==> src/rtl/ffo_scan.sv <==
// ffo_scan: multi-cycle find-first-one search over a WIDTH-bit vector.
//
// A search examines STEP bits per cycle. It starts at index 0 and moves
// upward (dir=0), or starts at index WIDTH-1 and moves downward (dir=1).
// When a search finishes, done stays high until the result is released.
// While done is high, "next" clears the reported bit and continues the
// search from the chunk that held it. "ack" releases the result.
//
// Handshake: a start is accepted on a rising clock edge where start=1 and
// ready=1. b and dir are sampled only on that edge. When done=1, one of
// next or ack is consumed on each edge where it is high, and ack wins over
// next. The outputs ready, done, v and p come only from registers or from
// decoded state.
//
// Optional feature: define FFO_SCAN_ABORT_EN to add the abort input.
// Abort cancels a search in SCAN or DONE and returns to IDLE. No done is
// raised for the cancelled search.
//
// Ports:
//   clock      rising-edge clock
//   reset      asynchronous active-high reset
//   start      request a new search (accepted when ready=1)
//   b          vector to search
//   dir        scan direction (0 = upward from 0, 1 = downward from WIDTH-1)
//   next       in DONE: clear the found bit and keep searching
//   ack        in DONE: release the result and return to IDLE
//   abort      (FFO_SCAN_ABORT_EN only) cancel the current search
//   ready      state is IDLE
//   done       state is DONE
//   v          a set bit was found
//   p          absolute index of the found bit (0 when v=0)
//   state_dbg  current FSM state: 0=IDLE, 1=SCAN, 2=DONE
module ffo_scan #(
    parameter  int WIDTH  = 32,
    parameter  int STEP   = 4,
    localparam int PW     = $clog2(WIDTH),
    localparam int NCHUNK = WIDTH / STEP
) (
    input  logic             clock,
    input  logic             reset,
    input  logic             start,
    input  logic [WIDTH-1:0] b,
    input  logic             dir,
    input  logic             next,
    input  logic             ack,
`ifdef FFO_SCAN_ABORT_EN
    input  logic             abort,
`endif
    output logic             ready,
    output logic             done,
    output logic             v,
    output logic [PW-1:0]    p,
    output logic [1:0]       state_dbg
);

    localparam int CW = (NCHUNK > 1) ? $clog2(NCHUNK) : 1;

    typedef enum logic [1:0] {
        S_IDLE = 2'd0,
        S_SCAN = 2'd1,
        S_DONE = 2'd2
    } state_t;

    state_t           state_q;
    logic [WIDTH-1:0] w_q;
    logic             d_q;
    logic [CW-1:0]    c_q;
    logic             v_q;
    logic [PW-1:0]    p_q;

    // Evaluation of the current chunk
    int               base;
    int               off;
    logic [STEP-1:0]  chunk_bits;
    logic             hit;
    logic [PW-1:0]    hit_pos;
    logic [CW-1:0]    last_chunk;
    logic [CW-1:0]    first_chunk;

    always_comb begin
        base       = int'(c_q) * STEP;
        chunk_bits = w_q[base +: STEP];
        hit        = 1'b0;
        off        = 0;
        // Each later assignment overrides an earlier one. The loop therefore
        // visits the chunk from the far end toward the scan origin, so the
        // bit kept at the end is the one nearest the origin.
        for (int i = 0; i < STEP; i++) begin
            if (d_q) begin
                if (chunk_bits[i]) begin
                    hit = 1'b1;
                    off = i;
                end
            end else begin
                if (chunk_bits[STEP-1-i]) begin
                    hit = 1'b1;
                    off = STEP - 1 - i;
                end
            end
        end
        hit_pos     = PW'(base + off);
        last_chunk  = d_q ? '0 : CW'(NCHUNK - 1);
        first_chunk = dir ? CW'(NCHUNK - 1) : '0;
    end

    always_ff @(posedge clock or posedge reset) begin
        if (reset) begin
            state_q <= S_IDLE;
            w_q     <= '0;
            d_q     <= 1'b0;
            c_q     <= '0;
            v_q     <= 1'b0;
            p_q     <= '0;
        end else begin
`ifdef FFO_SCAN_ABORT_EN
            if (abort && (state_q != S_IDLE)) begin
                state_q <= S_IDLE;
                v_q     <= 1'b0;
                p_q     <= '0;
            end else
`endif
            case (state_q)
                S_IDLE: begin
                    if (start) begin
                        w_q     <= b;
                        d_q     <= dir;
                        c_q     <= first_chunk;
                        v_q     <= 1'b0;
                        p_q     <= '0;
                        state_q <= S_SCAN;
                    end
                end
                S_SCAN: begin
                    if (hit) begin
                        v_q     <= 1'b1;
                        p_q     <= hit_pos;
                        state_q <= S_DONE;
                    end else if (c_q == last_chunk) begin
                        v_q     <= 1'b0;
                        p_q     <= '0;
                        state_q <= S_DONE;
                    end else begin
                        c_q <= d_q ? (c_q - CW'(1)) : (c_q + CW'(1));
                    end
                end
                S_DONE: begin
                    // When v=0, "next" has nothing to continue, so it acts
                    // the same as ack.
                    if (ack || (next && !v_q)) begin
                        state_q <= S_IDLE;
                    end else if (next) begin
                        // The search resumes in the chunk of the last hit.
                        // That chunk may still hold more set bits.
                        w_q[p_q] <= 1'b0;
                        state_q  <= S_SCAN;
                    end
                end
                default: state_q <= S_IDLE;
            endcase
        end
    end

    assign ready     = (state_q == S_IDLE);
    assign done      = (state_q == S_DONE);
    assign v         = v_q;
    assign p         = p_q;
    assign state_dbg = state_q;

endmodule

==> config.mk <==
export PLATFORM = sky130hd
export DESIGN_NAME = ffo_scan
export DESIGN_NICKNAME = d
export VERILOG_FILES = /design/src/rtl/ffo_scan.sv
export SDC_FILE = /design/constraint.sdc
export NUM_CORES = 1
export LEC_CHECK = 0
export ABC_CLOCK_PERIOD_IN_PS = 2600
export CAP_MARGIN = 20
export CORE_ASPECT_RATIO = 0.75
export CORE_MARGIN = 5
export CORE_UTILIZATION = 50
export CTS_BUF_LIST = sky130_fd_sc_hd__clkbuf_16
export CTS_CLUSTER_SIZE = 25
export DETAILED_ROUTE_END_ITERATION = 10
export PLACE_DENSITY = 0.89
export SLEW_MARGIN = 20
export SYNTH_ARGS = -nofsm -noshare
export SYNTH_HDL_FRONTEND = slang
export SYNTH_SLANG_ARGS = --single-unit
==> constraint.sdc <==
create_clock -name clock -period 2.6 [get_ports clock]
set_clock_uncertainty 0.05 [all_clocks]
set_input_delay 0.26 -clock clock [delete_from_list [all_inputs] [get_ports clock]]
set_output_delay 0.26 -clock clock [all_outputs]
set_load 0.02 [all_outputs]
Word level (Yosys, flattened, before mapping)
Cells that the tools add are included.

Register bits after elaboration: 44. Input bits: 38. Output and inout bits: 10. Word-level logic and storage cells: 86.

$add $sub $neg: 3. Magnitude comparators: 2. Eq/ne operators: 10. Shift-type cells: 1. Mux-type cells: 50. Bitwise operators: 2. Reductions and logical operators: 12.

Operators by type and width (number): $mux W32 (3); $pmux W32 S2 (1); $mux W5 (10); $and A32 B32 Y32 (1); $not A32 Y32 (1); $shiftx A32 B6 Y4 (1); $mux W2 (9); $mux W3 (6); $mux W1 (16); $ne A2 B2 Y1 const B (5); $pmux W5 S2 (1); $reduce_and A4 Y1 (2); $lt A5 B6 Y1 const B (1); $pmux W2 S3 (1); $pmux W3 S2 (1); $reduce_and A3 Y1 (2); $add A5 B5 Y5 (1); $demux W1 S5 (1); $ge A5 B1 Y1 const B (1); $reduce_bool A2 Y1 (2); $add A3 B1 Y3 const B (1); $eq A3 B3 Y1 (1); $ne A3 B2 Y1 const B (1); $ne A3 B3 Y1 const B (1); other kinds (9) (10).

Longest topological paths before layout
Gate-level depths: netlist of run 1.

Word-level depth: 12. Gate-level depth with buffers: 8. Gate-level depth less buffers: 6.

Least setup slack after synthesis of run 1
No wires, ideal clock.

Path type: flip-flop to flip-flop. Start point: reg c_q[0]. End point: reg c_q[0]. Library setup time: 69 ps. Arrival: 2029 ps. Data required time: 2481 ps. Slack: 452 ps. Cell stages (with the launch flop): 8. Path buffers: 2. Clock period less this slack: 2148 ps. Cell sequence: dfrtp_1 > buf_6 > clkbuf_1 > mux4_2 > mux2i_1 > nand4b_4 > or4_1 > nand3_1.

Word-level cells in the longest chain between the ends: 11. Elaborated cells on any way between the ends: 23. Those cells by class: add/sub (2); eq/ne (3); shift (1); mux (16); reduce/logical (1).

RTL lines: start: declaration (RTL line 67) `logic [CW-1:0] c_q;`; start signal: assignment (RTL line 127) `c_q <= first_chunk;`; start signal: assignment (RTL line 143) `c_q <= d_q ? (c_q - CW'(1)) : (c_q + CW'(1));`; $shiftx A32 B6 Y4 (RTL line 82) `chunk_bits = w_q[base +: STEP];`; $mux W1, on equally long branches (RTL line 95, 90); $mux W1 (RTL line 89) `if (d_q) begin`; $mux W1, on equally long branches (RTL line 95, 90); $mux W1 (RTL line 89); $mux W1, on equally long branches (RTL line 95, 90); $mux W1 (RTL line 89); $mux W1, on equally long branches (RTL line 95, 90); $mux W1 (RTL line 89); $ne A2 B2 Y1 (no line); $reduce_and A4 Y1 (no line).

Several ways; a longest one is shown, not always the timed one. The select of a mux whose other input is x is not followed. A chain may end at the register's enable or synchronous reset.

Worst setup path after layout of run 1
Start point: reg c_q[2]. End point: reg c_q[0].

Word-level cells in the longest chain between the ends: 11. Elaborated cells on any way between the ends: 17. Those cells by class: eq/ne (3); shift (1); mux (12); reduce/logical (1).

RTL lines (RTL line): $shiftx A32 B6 Y4 (82); $mux W1, on equally long branches (95, 90); $mux W1 (89); $mux W1, on equally long branches (95, 90); $mux W1 (89); $mux W1, on equally long branches (95, 90); $mux W1 (89); $mux W1, on equally long branches (95, 90); $mux W1 (89); $ne A2 B2 Y1 (no line); $reduce_and A4 Y1 (no line) (*).

Mark *: on every way between the ends. The rest lies on a longest branch, timed or not.

==> results of run 1 <==
[per-layer routing]
metal	vias to the layer above	track usage [%]	share of wire [%]
li1	983	-	-
met1	1036	31.3	46
met2	98	29.2	44
met3	6	5.92	8.5
met4	0	4.63	0.78
met5	-	0	0
[state kept, by name (all words and copies together) (netlist names)]
register	count
w_q	32
c_q	3
state_dbg	2
v	1
d_q	1
p	5
[worst max-delay path, delay by kind of cell (launching register included)]
kind / cells / cell delay (ns)
and+or+nand+nor: 3 / 0.83
muxes: 2 / 0.93
DFF: 1 / 0.53
[cell families after synthesis]
logic type      after synthesis
flops                        44
simple gates                 70
fa+ha+maj                     2
compound gates               88
buf+inv                      22
xor+xnor                      1
mux                          14
[power groups by stage]
stage | Clock (mW) | Sequential, mW | Combinational (mW)
2_1_floorplan | 0 | 1.23 | 1.45
3_3_place_gp | 0 | 1.36 | 1.81
3_5_place_dp | 0 | 1.35 | 1.89
4_1_cts | 0.603 | 1.35 | 1.90
5_1_grt | 0.638 | 1.41 | 2.10
6_report | 0.601 | 1.36 | 1.90
[final timing paths]
check	startpoint	to	slack (ns)	cells after the start
hold / removal	reset	w_q[3]$_DFFE_PP0P_	0.38	3
setup / recovery	c_q[2]$_DFFE_PP0P_	c_q[0]$_DFFE_PP0P_	0.20	5
max in group asynchronous	reset	c_q[0]$_DFFE_PP0P_	1.72	3
min in group clock	w_q[10]$_DFFE_PP0P_	w_q[10]$_DFFE_PP0P_	0.45	1
setup reg to reg	c_q[2]$_DFFE_PP0P_	c_q[0]$_DFFE_PP0P_	0.20	5
hold reg to reg	w_q[10]$_DFFE_PP0P_	w_q[10]$_DFFE_PP0P_	0.45	1
[layout make-up]
cell class	instances	area, um2	area share, %
Inverter	5	18.8	0.604
Timing Repair Buffer	54	523	16.8
Tap cell	60	75.1	2.42
Clock inverter	3	13.8	0.443
Clock buffer	5	125	4.03
Multi-Input combinational cell	175	1250	40.2
Sequential cell	44	1100	35.5
[cell usage in the layout, fill, tap and decap left out, types with 2 or more instances in the layout]
| master | instances |
|---|---|
| inv_1 | 3 |
| dfrtp_2 | 2 |
| a22o_1 | 35 |
| clkinv_2 | 2 |
| a21oi_1 | 5 |
| nor2_1 | 6 |
| o21ai_0 | 26 |
| or3b_1 | 2 |
| nand3b_1 | 3 |
| a21o_1 | 2 |
| o21ai_1 | 11 |
| clkbuf_16 | 5 |
| mux2_2 | 2 |
| clkdlybuf4s50_1 | 47 |
| o2bb2ai_1 | 2 |
| nand2b_1 | 4 |
| buf_4 | 7 |
| nand3_1 | 5 |
| nand2_1 | 40 |
| mux2i_1 | 2 |
| inv_2 | 2 |
| o211ai_1 | 2 |
| mux4_2 | 8 |
| dfrtp_1 | 42 |
[repair_timing]
| item | CTS | global route |
|---|---|---|
| endpoints found under the setup margin | 0 | 8 |
| buffers inserted | 0 | 0 |
| resized for setup | 0 | 2 |
[through the flow]
stage,cells,cell area (um2)
after floorplan,241,2440
after global placement,338,2970
after detailed placement,338,2970
after CTS,346,3110
after global routing,346,3110
final,346,3110
==> results.yml, run 1 <==
run_status:
  run_status: "finished, final reports clean"
yosys:
  synthMostInstantiatedCell: "dfrtp_1"
  syn-num-nets: 281
  synth_ff_type: "dfrtp_1"
  synth_top_area_share_pct: 45.1
  synthCells: 241
  synth_fa_ha_area_share_pct: 1.33
  synth-xor-area-share_pct: 0.359
  ys_warn_count: 0
  synth-simple-area-share_pct: 14.2
  ys_seq_area_share_pct: 45.1
  synth_commonest_cells: "44 x dfrtp_1, 40 x nand2_1, 35 x a22o_1"
  syn_avg_cell_area_um2: 10.1
  synth_cell_types: 41
  async_reset_ff_share_pct: 100
  synth_top_family_by_area: "compound AO/OA/AOI/OAI gates"
  synth_edf_count: 0
  ys_top_cells_by_area: "dfrtp_1 45%, a22o_1 13%, mux4_2 7.4%"
  synth_mux_area_share_pct: 10.2
  ys_seq_elements: 44
  syn-cell-area_mm2: 0.00244
  yosys.area.top_type: "dfrtp_1"
  synth_compound_area_share_pct: 24.8
setup_path:
  setup.worst_path.start_class: "register"
  worst-endpoint-arrival_ns: 2.56
  worstPathCellList: "mux4_2, mux2i_1, nand4b_4, or4_1, nand3_1"
  required_ns: 2.77
  worst-path-max-fanout: 10
  endpoint_kind: "register"
  critPathSlowestCell: "mux4_2"
  slowest_delay_ns: 0.55
  critPathKind: "register to register"
place:
  dpl.hpwl_um: 4460
  post-place-ws_ns: 0.0564
  gp_congestion: 0.871
  port_buffers: 47
layout:
  nFillCells: 378
  diodes: 0
  area_growth_pct: 27.4
  nets: 325
  layout-drive-gt1-share_pct: 11.9
  final_util_pct: 64.5
route:
  drt_wl_total_um: 6260
  drtIter0Drc: 195
  dr_total_vias: 2123
  postRouteAntennaNets: 0
  drc: 0
  wl_per_cell_um: 18.1
  via_per_inst: 6.14
  first_pass_iters: 5
sta:
  setup_tns_ns: 0
  rsz0062_at_grt: "no"
  final_max_slew_viol_count: 0
  tightest_slew_ns: 0.544
  slew_headroom_pct: 63.8
  worst_slack_ns: 0.202
  fmaxAchievable_ghz: 0.417
  whs_ns: 0.380
  period_minus_slack_ns: 2.40
  final_hold_viol_count: 0
  fin_crit_sh_pct: 92.2
  setup_viol: 0
die:
  start_util_pct: 50.6
  die_y_um: 70.5
  rows: 22
  core_area_mm2: 0.00482
  die_w_um: 90.7
  dieArea_mm2: 0.00639
  num_io_pins: 48
job:
  drv_cap: 0
global_routing:
  grt_max_degree: 45
  grt_pass1_wl_um: 10500
  groute.usage.overall_pct: 20.7
  antenna_found_initial: 0
  grt.overflow.total: 0
  grt_pass1_vias: 2004
pwr:
  ir_worst_vdd_v: 0.000603
  finalPower_mw: 3.86
  power_frac_comb_pct: 49.2
  p_leak_nw: 1.32
  internal-power_mw: 2.31
  power_frac_seq_pct: 35.3
  power_switching_mw: 1.55
  p_sw_share_pct: 40.2
  clock_power_share_pct: 15.6
  p_per_area_mw_per_mm2: 1240
clock_network:
  cts_tree: "yes"
  cts-htree-levels: 2
  cts_root_buf: "clkbuf_16"
  cts_buffers: 5
  cts.clk_slew.worst_paths_ns: 0.06
  clock_sinks: 44
  hold_buffers: 0
  cts_buffer_depth: 2
  worstSkewPairLatency_ns: 0.28
worst_hold_path:
  worstHoldPathType: "primary input to async pin"
No activity file was read; power rests on OpenSTA's default activity.
==> inputs of run 2 (changes only) <==
--- a/config.mk
+++ b/config.mk
@@ -5,15 +5,15 @@
 export SDC_FILE = /design/constraint.sdc
 export NUM_CORES = 1
 export LEC_CHECK = 0
-export ABC_CLOCK_PERIOD_IN_PS = 2600
+export ABC_CLOCK_PERIOD_IN_PS = 2200
 export CAP_MARGIN = 20
 export CORE_ASPECT_RATIO = 0.75
 export CORE_MARGIN = 5
-export CORE_UTILIZATION = 50
+export CORE_UTILIZATION = 47
 export CTS_BUF_LIST = sky130_fd_sc_hd__clkbuf_16
 export CTS_CLUSTER_SIZE = 25
 export DETAILED_ROUTE_END_ITERATION = 10
-export PLACE_DENSITY = 0.89
+export PLACE_DENSITY = 0.88
 export SLEW_MARGIN = 20
 export SYNTH_ARGS = -nofsm -noshare
 export SYNTH_HDL_FRONTEND = slang
==> constraint.sdc (replaced) <==
create_clock -name clock -period 2.2 [get_ports clock]
set_clock_uncertainty 0.05 [all_clocks]
set_input_delay 0.22 -clock clock [delete_from_list [all_inputs] [get_ports clock]]
set_output_delay 0.22 -clock clock [all_outputs]
set_load 0.02 [all_outputs]
==> results.yml, run 2 (synthesis results as in run 1) <==
run_status:
  run_status: "finished, violations left"
  violations: "negative setup slack"
pwr:
  ir_worst_vdd_v: 0.000734
  power_switching_mw: 1.96
  internal-power_mw: 3.01
  power_frac_comb_pct: 50.8
  clock_power_share_pct: 16.6
  p_sw_share_pct: 39.4
  p_leak_nw: 1.37
  p_per_area_mw_per_mm2: 1550
  power_frac_seq_pct: 32.6
die:
  dieArea_mm2: 0.00675
  start_util_pct: 49.2
  core_area_mm2: 0.00495
  die_y_um: 72.4
  num_io_pins: 48
  die_w_um: 93.2
  rows: 22
layout:
  nFillCells: 379
  final_util_pct: 64.8
  design_area_mm2: 0.00321
  nets: 330
  top_register: "w_q"
  multiInputGateArea_mm2: 0.00127
  diodes: 0
  largest_register_ffs: 32
  final_cell_mix: "47 x clkdlybuf4s50_1, 42 x dfrtp_1, 40 x nand2_1"
  seq_area_mm2: 0.00110
  layout-drive-gt1-share_pct: 14.1
  area_growth_pct: 31.5
  layout_commonest_cell: "clkdlybuf4s50_1"
sta:
  final_hold_viol_count: 0
  setup_tns_ns: -0.0119
  slew_headroom_pct: 63.6
  period_minus_slack_ns: 2.21
  rsz0062_at_grt: "yes"
  fin_crit_sh_pct: 101
  setup_viol: 1
  worst_slack_ns: -0.0119
  fmaxAchievable_ghz: 0.452
  tightest_slew_ns: 0.546
  final_max_slew_viol_count: 0
  whs_ns: 0.334
clock_network:
  hold_buffers: 0
  cts_buffers: 5
  cts_root_buf: "clkbuf_16"
  cts_tree: "yes"
  cts_buffer_depth: 2
  cts.clk_slew.worst_paths_ns: 0.06
  worstSkewPairLatency_ns: 0.28
  clock_sinks: 44
  cts-htree-levels: 2
route:
  postRouteAntennaNets: 0
  drtIter0Drc: 128
  drt_wl_total_um: 6760
  via_per_inst: 6.24
  drc: 0
  wl_per_cell_um: 19.3
  dr_total_vias: 2191
  first_pass_iters: 5
setup_path:
  critPathSlowestCell: "mux4_2"
  worst-endpoint-arrival_ns: 2.33
  slowest_delay_ns: 0.53
  timing.rr.start: "c_q[2]$_DFFE_PP0P_"
  r2r-end: "c_q[1]$_DFFE_PP0P_"
  worstPathCellList: "mux4_2, mux2_4, nand4b_4, o21a_1, mux2_4"
  critPathBufInv: 0
  critPathKind: "register to register"
  setup.worst_path.start_class: "register"
  crit_top_cell: "mux2_4"
  reg2reg_setup_slack_ns: -0.01
  required_ns: 2.32
  reg2reg_depth: 5
  endpoint_kind: "register"
  worst-path-max-fanout: 7
  critical-path-top-delay-family: "multiplexers"
place:
  port_buffers: 47
  gp_congestion: 0.947
  post_dp_cell_area_mm2: 0.00301
  post-place-ws_ns: -0.0644
  dpl.hpwl_um: 4830
global_routing:
  grt_pass1_wl_um: 10900
  antenna_found_initial: 0
  grt_max_degree: 45
  groute.usage.overall_pct: 20.6
  grt_pass1_vias: 2071
  grt.overflow.total: 0
worst_hold_path:
  worstHoldPathType: "primary input to async pin"
job:
  drv_cap: 0
[run 2: changes by cell type in the layout (fill, tap and decap cells not counted), sizes merged]
cell,change
bufinv,+1
buf,+5
clkinv,-2
inv,+1
[run 2: layout make-up]
class                           instances  share of cell area, %
Clock buffer                            5                   3.90
Clock inverter                          3                   1.21
Inverter                                5                  0.585
Multi-Input combinational cell        175                   39.6
Sequential cell                        44                   34.4
Tap cell                               60                   2.34
Timing Repair Buffer                   59                   18.0
[run 2: worst max path at each step]
stage                  startpoint            endpoint  depth (start not counted)
2_1_floorplan  c_q[0]$_DFFE_PP0P_  c_q[0]$_DFFE_PP0P_                          7
3_3_place_gp   c_q[2]$_DFFE_PP0P_  c_q[0]$_DFFE_PP0P_                          5
3_5_place_dp   c_q[2]$_DFFE_PP0P_  c_q[1]$_DFFE_PP0P_                          5
4_1_cts        c_q[2]$_DFFE_PP0P_  c_q[1]$_DFFE_PP0P_                          5
5_1_grt        c_q[2]$_DFFE_PP0P_  c_q[1]$_DFFE_PP0P_                          5
6_report       c_q[2]$_DFFE_PP0P_  c_q[1]$_DFFE_PP0P_                          5
[run 2: worst register-to-register path, stage by stage, from the launching register on]
cell and delay (ns):
dfrtp_2 0.45, mux4_2 0.53, mux2_4 0.28, nand4b_4 0.24
o21a_1 0.25, mux2_4 0.30
[run 2: power by group through the flow]
stage / clock, mW / combinational [mW] / sequential (mW)
finish: 0.825 / 2.52 / 1.62
CTS: 0.832 / 2.43 / 1.59
global route: 0.868 / 2.74 / 1.66
global placement: 0 / 2.31 / 1.59
detailed placement: 0 / 2.38 / 1.59
floorplan: 0 / 1.71 / 1.45
[run 2: layer usage]
metal  wire (um)  vias to the layer above  global-route usage (%)
li1            -                      994                       -
met1        3080                     1069                    30.3
met2        3040                      117                    31.0
met3         583                       11                    4.87
met4          65                        0                    4.72
met5           0                        -                       0
[run 2: through the flow]
| stage | instances | power, mW |
|---|---|---|
| 2_1_floorplan | 241 | 3.17 |
| 3_3_place_gp | 342 | 3.90 |
| 3_5_place_dp | 342 | 3.97 |
| 4_1_cts | 351 | 4.86 |
| 5_1_grt | 351 | 5.27 |
| 6_report | 351 | 4.97 |
[run 2: timing repair]
item,CTS,global route
pin swaps,2,1
resized for setup,2,5
endpoints found under the setup margin,8,8
setup buffers,1,0
cloned,0,0
==> inputs of run 3 (changes only) <==
--- a/config.mk
+++ b/config.mk
@@ -5,7 +5,7 @@
 export SDC_FILE = /design/constraint.sdc
 export NUM_CORES = 1
 export LEC_CHECK = 0
-export ABC_CLOCK_PERIOD_IN_PS = 2200
+export ABC_CLOCK_PERIOD_IN_PS = 1900
 export CAP_MARGIN = 20
 export CORE_ASPECT_RATIO = 0.75
 export CORE_MARGIN = 5
==> constraint.sdc (replaced) <==
create_clock -name clock -period 1.9 [get_ports clock]
set_clock_uncertainty 0.05 [all_clocks]
set_input_delay 0.19 -clock clock [delete_from_list [all_inputs] [get_ports clock]]
set_output_delay 0.19 -clock clock [all_outputs]
set_load 0.02 [all_outputs]
==> results.yml, run 3 (synthesis results as in run 1) <==
sta:
  fmaxAchievable_ghz: 0.449
  setup_viol: 11
  slew_headroom_pct: 76.7
  final_hold_viol_count: 0
  fin_crit_sh_pct: 117
  final_max_slew_viol_count: 0
  period_minus_slack_ns: 2.23
  setup_tns_ns: -3.03
  tightest_slew_ns: 0.339
  rsz0062_at_grt: "yes"
  worst_slack_ns: -0.329
pwr:
  power_switching_mw: 2.46
  internal-power_mw: 3.82
  power_frac_seq_pct: 29.3
  p_sw_share_pct: 39.1
  ir_worst_vdd_v: 0.000659
  clock_power_share_pct: 15.6
  power_frac_comb_pct: 55.0
  p_leak_nw: 1.50
  p_per_area_mw_per_mm2: 1850
die:
  rows: 22
  start_util_pct: 49.2
  dieArea_mm2: 0.00675
  num_io_pins: 48
  die_y_um: 72.4
  die_w_um: 93.2
  core_area_mm2: 0.00495
setup_path:
  worst-endpoint-arrival_ns: 2.40
  reg2reg_depth: 6
  required_ns: 2.07
  setup.worst_path.start_class: "register"
  r2r-end: "p[4]$_DFFE_PP0P_"
  timing.rr.start: "c_q[0]$_DFFE_PP0P_"
  crit_end: "p[4]$_DFFE_PP0P_"
  critPathKind: "register to register"
  endpoint_kind: "register"
  reg2reg_setup_slack_ns: -0.33
  worst-path-max-fanout: 6
  crit_path_start: "c_q[0]$_DFFE_PP0P_"
clock_network:
  cts_tree: "yes"
  clock_sinks: 44
  hold_buffers: 0
  cts-htree-levels: 2
  cts_buffer_depth: 2
  cts_root_buf: "clkbuf_16"
  cts.clk_slew.worst_paths_ns: 0.06
  cts_buffers: 5
  worstSkewPairLatency_ns: 0.29
route:
  wl_per_cell_um: 20.0
  drc: 0
  drtIter0Drc: 286
  first_pass_iters: 5
  via_per_inst: 6.30
  postRouteAntennaNets: 0
  dr_total_vias: 2332
  drt_wl_total_um: 7400
layout:
  nets: 349
  area_growth_pct: 39.1
  layout_commonest_cell: "clkdlybuf4s50_1"
  top_register: "w_q"
  layout-drive-gt1-share_pct: 19.4
  diodes: 0
  final_cell_mix: "45 x clkdlybuf4s50_1, 42 x dfrtp_1, 40 x nand2_1"
  design_area_mm2: 0.00339
  largest_register_ffs: 32
  final_cells: 370
global_routing:
  grt_max_degree: 45
  antenna_found_initial: 0
  grt_pass1_vias: 2367
  grt_pass1_wl_um: 12100
  groute.usage.overall_pct: 23.2
  grt.overflow.total: 0
place:
  post_dp_cell_area_mm2: 0.00313
  dp.cells: 357
  gp_congestion: 0.890
  dpl.hpwl_um: 5010
  port_buffers: 47
  post-place-ws_ns: -0.404
worst_hold_path:
  worstHoldPathType: "primary input to async pin"
job:
  drv_cap: 0
run_status:
  run_status: "finished, violations left"
  violations: "negative setup slack"
-- run 3: layout make-up --
cell class	count	area, um2
Clock inverter	3	42.5
Tap cell	60	75.1
Fill cell	365	1560
Timing Repair Buffer	78	749
Sequential cell	44	1100
Multi-Input combinational cell	175	1280
Clock buffer	5	125
Inverter	5	18.8
-- run 3: worst max-delay path, cell delays in order (launching register included) --
cell      delay [ns]
dfrtp_2         0.46
mux4_2          0.52
mux2_4          0.29
nand4b_4        0.21
buf_12          0.16
o221ai_4        0.24
a22o_1          0.23
-- run 3: through the flow --
stage	utilization, %	hold slack, ns	total power [mW]
detailed placement	63.3	0.438	4.83
floorplan	-	0.273	3.67
finish	68.5	0.210	6.28
global route	68.5	0.249	6.62
global placement	63.3	0.445	4.68
CTS	68.2	0.241	6.16
-- run 3: how the worst min path moves through the flow --
| stage | start | to | slack (ns) | cells after the start |
|---|---|---|---|---|
| global placement | w_q[2]$_DFFE_PP0P_ | w_q[2]$_DFFE_PP0P_ | 0.44 | 1 |
| global route | reset | w_q[21]$_DFFE_PP0P_ | 0.25 | 3 |
| detailed placement | w_q[22]$_DFFE_PP0P_ | w_q[22]$_DFFE_PP0P_ | 0.44 | 1 |
| floorplan | b[4] | w_q[4]$_DFFE_PP0P_ | 0.27 | 1 |
| finish | reset | w_q[5]$_DFFE_PP0P_ | 0.21 | 3 |
| CTS | reset | w_q[5]$_DFFE_PP0P_ | 0.24 | 3 |
-- run 3: metal layers --
| metal | vias up | share of wire [%] | GRT usage (%) |
|---|---|---|---|
| li1 | 1022 | - | - |
| met1 | 1159 | 42 | 30.1 |
| met2 | 132 | 48 | 38.0 |
| met3 | 19 | 8.1 | 5.91 |
| met4 | 0 | 1.8 | 8.13 |
| met5 | - | 0 | 0 |
-- run 3: power groups by stage --
stage	Combinational, mW	Clock, mW	Sequential, mW
floorplan	1.98	0	1.68
global placement	2.87	0	1.82
detailed placement	3.03	0	1.80
CTS	3.36	0.986	1.82
global route	3.70	1.03	1.89
finish	3.45	0.982	1.84
-- run 3: what timing repair did --
action | in CTS | in global routing
buffers inserted | 4 | 1
cloned | 0 | 0
pin swaps | 6 | 5
endpoints found under the setup margin | 11 | 13
gates resized for setup | 8 | 2
